## src/rtl/mem_ctrl.sv

```systemverilog
// Byte-serial controller sharing one 8-bit synchronous RAM port between
// instruction fetches (4 bytes) and data loads/stores (1/2/4 bytes); MEM wins over IF.
module mem_ctrl #(
  parameter int ADDR_WIDTH = 32
) (
  input  logic                  clk,
  input  logic                  rst,
  input  logic                  if_req,
  input  logic [ADDR_WIDTH-1:0] if_addr,
  output logic [31:0]           if_data,
  output logic                  if_done,
  output logic                  if_rq,
  input  logic                  mem_req,
  input  logic                  mem_we,
  input  logic [1:0]            mem_size,
  input  logic [ADDR_WIDTH-1:0] mem_addr,
  input  logic [31:0]           mem_wdata,
  output logic [31:0]           mem_rdata,
  output logic                  mem_done,
  output logic                  mem_rq,
  input  logic [7:0]            ram_din,
  output logic [7:0]            ram_dout,
  output logic [ADDR_WIDTH-1:0] ram_addr,
  output logic                  ram_wr
);

  typedef enum logic [2:0] {
    IDLE   = 3'd0,
    IF_RD  = 3'd1,
    MEM_RD = 3'd2,
    MEM_WR = 3'd3,
    DONE   = 3'd4
  } state_t;

  state_t                state, state_nxt;
  logic [2:0]            cnt;
  logic [2:0]            len;
  logic [ADDR_WIDTH-1:0] base;
  logic [31:0]           wdata;
  logic [31:0]           asm_buf;
  logic [31:0]           assembled;
  logic [2:0]            cnt_inc;
  logic [ADDR_WIDTH-1:0] addr_inc;

  function automatic logic [2:0] size_len(input logic [1:0] size);
    case (size)
      2'b00:   size_len = 3'd1;
      2'b01:   size_len = 3'd2;
      default: size_len = 3'd4;
    endcase
  endfunction

  function automatic logic [31:0] insert_byte(input logic [31:0] w, input logic [1:0] idx,
                                              input logic [7:0] b);
    logic [31:0] r;
    r = w;
    r[idx*8 +: 8] = b;
    insert_byte = r;
  endfunction

  function automatic logic [7:0] select_byte(input logic [31:0] w, input logic [1:0] idx);
    select_byte = w[idx*8 +: 8];
  endfunction

  assign cnt_inc   = cnt + 3'd1;
  assign addr_inc  = base + ADDR_WIDTH'(cnt_inc);
  // Byte cnt-1 arrives on ram_din this cycle; fold it into the partial word.
  assign assembled = (cnt == 3'd0) ? asm_buf : insert_byte(asm_buf, 2'(cnt - 3'd1), ram_din);

  assign if_rq  = ~rst & if_req & ~if_done;
  assign mem_rq = ~rst & mem_req & ~mem_done;

  always_comb begin
    state_nxt = state;
    case (state)
      IDLE: begin
        if (mem_req)     state_nxt = mem_we ? MEM_WR : MEM_RD;
        else if (if_req) state_nxt = IF_RD;
      end
      IF_RD: begin
        if (!if_req)         state_nxt = IDLE;
        else if (cnt == len) state_nxt = DONE;
      end
      MEM_RD: if (cnt == len) state_nxt = DONE;
      MEM_WR: if (cnt == len - 3'd1) state_nxt = DONE;
      DONE:    state_nxt = IDLE;
      default: state_nxt = IDLE;
    endcase
  end

  always_ff @(posedge clk) begin
    if (rst) begin
      state     <= IDLE;
      cnt       <= 3'd0;
      ram_addr  <= '0;
      ram_dout  <= 8'd0;
      ram_wr    <= 1'b0;
      if_data   <= 32'd0;
      if_done   <= 1'b0;
      mem_rdata <= 32'd0;
      mem_done  <= 1'b0;
    end else begin
      state    <= state_nxt;
      if_done  <= 1'b0;
      mem_done <= 1'b0;
      ram_wr   <= 1'b0;
      case (state)
        IDLE: begin
          cnt <= 3'd0;
          if (mem_req) begin
            ram_addr <= mem_addr;
            ram_dout <= mem_wdata[7:0];
            ram_wr   <= mem_we;
          end else if (if_req) begin
            ram_addr <= if_addr;
          end
        end
        IF_RD, MEM_RD: begin
          cnt <= cnt_inc;
          if (cnt_inc < len) ram_addr <= addr_inc;
          if (state_nxt == DONE) begin
            if (state == IF_RD) begin
              if_done <= 1'b1;
              if_data <= assembled;
            end else begin
              mem_done  <= 1'b1;
              mem_rdata <= assembled;
            end
          end
        end
        MEM_WR: begin
          cnt <= cnt_inc;
          if (state_nxt == DONE) begin
            mem_done <= 1'b1;
          end else begin
            ram_addr <= addr_inc;
            ram_dout <= select_byte(wdata, 2'(cnt_inc));
            ram_wr   <= 1'b1;
          end
        end
        default: cnt <= 3'd0;
      endcase
    end
  end

  // Access descriptor and partial read word; meaningful only while an access is active.
  always_ff @(posedge clk) begin
    case (state)
      IDLE: begin
        base    <= mem_req ? mem_addr : if_addr;
        len     <= mem_req ? size_len(mem_size) : 3'd4;
        wdata   <= mem_wdata;
        asm_buf <= 32'd0;
      end
      IF_RD, MEM_RD: asm_buf <= assembled;
      default: ;
    endcase
  end

endmodule

```

## config.mk

```make
export PLATFORM = sky130hd
export DESIGN_NAME = mem_ctrl
export DESIGN_NICKNAME = d
export VERILOG_FILES = /design/src/rtl/mem_ctrl.sv
export SDC_FILE = /design/constraint.sdc
export NUM_CORES = 1
export LEC_CHECK = 0
export CAP_MARGIN = 0
export CORE_ASPECT_RATIO = 1.1
export CORE_MARGIN = 1
export CORE_UTILIZATION = 50
export DETAILED_ROUTE_END_ITERATION = 6
export GPL_TIMING_DRIVEN = 0
export PLACE_DENSITY = 0.91
export SYNTH_ARGS = -nofsm -noshare
export SYNTH_HDL_FRONTEND = slang
export SYNTH_SLANG_ARGS = --single-unit
```

## constraint.sdc

```tcl
create_clock -name clk -period 8.8 [get_ports clk]
set_input_delay 2.2 -clock clk [delete_from_list [all_inputs] [get_ports clk]]
set_output_delay 2.2 -clock clk [all_outputs]
set_load 0.05 [all_outputs]
```

# == After elaboration in Yosys (flattened, before gate mapping) ==
# Index checks and enable logic that the tools add are counted.
# totals
regBits,212
input_bits,111
out_inout_bits,109
elab_cells,86
# op_classes
addsub,5
magnitude_cmp,1
n_eq_ne,11
shifts,3
n_mux,28
n_bitwise,11
n_reduce_logical,14
# op_table
operator,count
$mux 32,6
$pmux 32 s3,1
$pmux 32 s2,1
$neg 5->34,1
$shift 8x34->32 const A,1
$shiftx 8x34->32,1
$add 32x3->32,1
$bwmux 32,1
$shiftx 32x6->8,1
$mux 8,2
$pmux 8 s2,1
$mux 3,5
$pmux 3 s4,1
$reduce_and 3->1,3
$mux 1,7
$not 1->1,7
$eq 3x2->1 const B,2
$eq 3x3->1,2
$logic_not 3->1,2
$ne 2x2->1 const B,3
$pmux 3 s2,1
$reduce_or 3->1,2
$and 1x1->1,4
$pmux 1 s2,2
other kinds (13),15

# == Longest topological paths before layout ==
# Gate-level depths: netlist of the first run.
# depth
ltp_word,7
depth_mapped,10

# == Worst setup path before layout of the first run ==
# OpenSTA, ideal clock, no wires.
# synth_timing
path_kind,input -> output
start,input port mem_req
end,output port mem_rq
arrival_ns,4.046
t_required_ns,6.600
path_slack_ns,2.554
path_stages,3
n_path_buf,2
path_cell_list,clkbuf_1 > clkbuf_1 > nor3b_1
# synth_via
elab_chain_cells,2
# synth_lines
item,line_no,text
"start, declared",13,"input logic mem_req,"
$and 1x1->1 (2 in a row),71,assign mem_rq = ~rst & mem_req & ~mem_done;
"end, declared",20,"output logic mem_rq,"
# No other way between the ends.

# == Final worst setup path of the first run ==
# Ends and elaborated chain as after synthesis.

==> reports/qor.csv, run 1 <==
metric,value,unit
final_util,0.695,
pre_cts_slack,2.09,ns
cp_data_arrival_time,4.46,ns
synth.top_cell.area_share,0.321,
hpwl,18700,µm
critPathKind,in2out,
finalCritPeriodShare,0.757,
gp_congestion,0.855,
wire_per_inst,19.7,µm
fin_skew,0.00973,ns
fin_area,0.0125,mm²
run_status,finished clean,
antenna_found_initial,0,
slew_violations,0,
grt_max_degree,33,
p_leak,4.44,nW
syn_avg_cell_area,11.3,µm²
power.density,243,mW/mm²
cts_root_buf,clkbuf_16,
drt-vias-per-instance,5.83,
grt_pass1_vias,7843,
clk-insertion-delay-late,0.49,ns
yosysMostFrequentCell,nor2_1,
ios,220,
ys_ff_latch,212,
yosysUniqueCellTypes,53,
netlist_top_cells_area,"edfxtp_1 32%, dfxtp_1 24%, a211oi_1 6.2%",
clk_path_buf_depth,3,
worst-path-max-fanout,10,
nNetsFinal,1193,
grt.overflow.total,0,
n_fill_cell,1233,
cts_tree,done,
ys.flop_type,dfxtp_1,
netlist_top_cells_count,"123 x nor2_1, 113 x dfxtp_1, 99 x edfxtp_1",
grt_pass1_wl,41100,µm
vias,7699,
synth_area_leader_cell,edfxtp_1,
drc_errors,0,
tightest_slew,1.03,ns
hold_viol_final,0,
drv_cap,0,
cts_resized,0,
slew_headroom,0.313,
vdd_drop_max,0.000181,V
die-area,0.0191,mm²
die_w,132,µm
grt_usage,0.276,
rsz0062_at_grt,false,
cts_htree_levels,1,
drtIter0Drc,666,
required,6.60,ns
holdBufCountCts,0,
endpoint_kind,primary output,
postCtsSetupBuffers,0,
hold_slack,0.454,ns
netlist_area,0.00926,mm²
syn_nets,947,
antennaDiodeCount,0,
setup_tns,0,ns
die_y,145,µm
final_layout_size_suffix_gt1_frac,0.118,
worst_slack,2.14,ns
port_buffers,217,
fmax,150,MHz
setup_viol,0,
coreArea,0.0179,mm²
cts_buffers,21,
final_antenna_net_count,0,
area_growth,34.6,%
clkSinkCount,212,
min_period,6.66,ns
ys_seq_area_frac,0.565,
synthCells,822,
wirelength,26000,µm
hold_class,reg2reg,
drtPass1Iterations,5,
finalPower,3.03,mW
synth_edf_count,99,
fp-row-count,51,
synthArstFlopShare,0,
start_util,0.516,
placed_cell_area,0.0118,mm²
clkTransAtPathRegs,0.06,ns
yosys_warnings,0,
post-place-cells,1283,
final_cells,1320,
critPathLaunchType,primary input,
layout by cell type, fill, tap and decap left out, types with 4 or more instances in the layout:
cell / netlist / routed
xor2_1: 10 / 10
mux2i_1: 8 / 8
o21ai_0: 11 / 11
clkbuf_16: 0 / 22
a211oi_1: 76 / 76
clkbuf_1: 25 / 31
a22oi_1: 32 / 32
o211ai_1: 25 / 25
buf_4: 10 / 10
or3_1: 4 / 4
nand2_1: 48 / 48
and2_1: 4 / 4
a21o_1: 4 / 4
nor2_1: 123 / 123
nand3_1: 16 / 16
mux4_2: 8 / 8
clkbuf_8: 0 / 4
nor3_1: 10 / 9
edfxtp_1: 99 / 99
clkdlybuf4s50_1: 0 / 217
a21oi_1: 34 / 33
buf_2: 16 / 16
a31o_2: 4 / 4
buf_6: 3 / 9
dfxtp_1: 113 / 113
inv_1: 10 / 10
nor2b_1: 4 / 4
ha_1: 13 / 13
nand2b_1: 14 / 14
xnor2_1: 18 / 18
mux2_2: 33 / 33
and3_1: 8 / 8
nand4_1: 7 / 7
path summary, 6_finish.rpt:
check               start  slack [ns]      endpoint  cells after the start
min          ram_addr[27]        0.45  ram_addr[27]                      2
max reg2reg        cnt[0]        5.51  ram_addr[22]                      9
max               mem_req        2.14        mem_rq                      4
min reg2reg  ram_addr[27]        0.45  ram_addr[27]                      2
area by class of cell:
type / count / area (µm²) / area share
Tap cell: 238 / 298 / 0.0239
Multi-Input combinational cell: 542 / 3710 / 0.297
Clock buffer: 33 / 633 / 0.0508
Sequential cell: 212 / 5240 / 0.420
Buffer: 57 / 294 / 0.0236
Timing Repair Buffer: 223 / 2240 / 0.180
Clock inverter: 4 / 21.3 / 0.00171
Inverter: 11 / 41.3 / 0.00331
report_power, final:
| group | switching (mW) | total [mW] | internal (mW) |
|---|---|---|---|
| clock network | 0.369 | 0.863 | 0.494 |
| registers | 0.0819 | 1.28 | 1.20 |
| logic | 0.553 | 0.882 | 0.329 |
| total | 1.00 | 3.03 | 2.03 |
cells by family after synthesis:
| family | Yosys count | synth area share |
|---|---|---|
| AND/OR/NAND/NOR | 253 | 0.131 |
| flip-flops | 212 | 0.565 |
| AO/OA/AOI/OAI | 197 | 0.150 |
| buffers and inverters | 68 | 0.0362 |
| multiplexers | 49 | 0.0682 |
| XOR/XNOR | 29 | 0.0289 |
| adder cells (fa/ha/maj) | 14 | 0.0197 |
worst max-delay path, stage by stage:
cell	delay (ns)
clkbuf_1	0.52
clkbuf_1	0.63
nor3b_1	0.27
clkdlybuf4s50_1	0.84
state kept, by name, summed over array words and instances, names as in the netlist:
name and flops:
ram_dout 8, if_data 32, asm_buf 32, state 3
base 32, if_done 1, cnt 3, ram_addr 32
ram_wr 1, mem_rdata 32, mem_done 1, wdata 32
len 3
routing by layer:
layer | vias to the layer above | global-route usage | wire length, µm
li1 | 3532 | - | -
met4 | 0 | 0.118 | 905
met1 | 3653 | 0.322 | 9780
met2 | 436 | 0.502 | 13100
met5 | - | 0 | 0
met3 | 78 | 0.0491 | 2200
(Power assumes the default switching activity.)
==> run 2: changes to the inputs <==
clock period = 6.4 ns   (was 8.8 ns; I/O delays follow)
==> results of run 2 <==
Same layout as run 1 (identical final DEF). Status: finished clean.
Among the figures that moved: setup slack after placement 2.09 ns -> 0.891 ns; setup slack after layout 2.14 ns -> 0.936 ns; register-to-register setup slack 5.51 ns -> 3.11 ns; total power 3.03 mW -> 4.17 mW; worst IR drop on VDD 0.000181 V -> 0.000248 V
==> run 3: changes to the inputs <==
clock period = 6.3 ns   (was 6.4 ns; I/O delays follow)
==> results of run 3 <==
Same layout as run 1 (identical final DEF). Status: finished clean.
Among the figures that moved: setup slack after placement 2.09 ns -> 0.841 ns; setup slack after layout 2.14 ns -> 0.886 ns; register-to-register setup slack 5.51 ns -> 3.01 ns; total power 3.03 mW -> 4.23 mW; worst IR drop on VDD 0.000181 V -> 0.000252 V
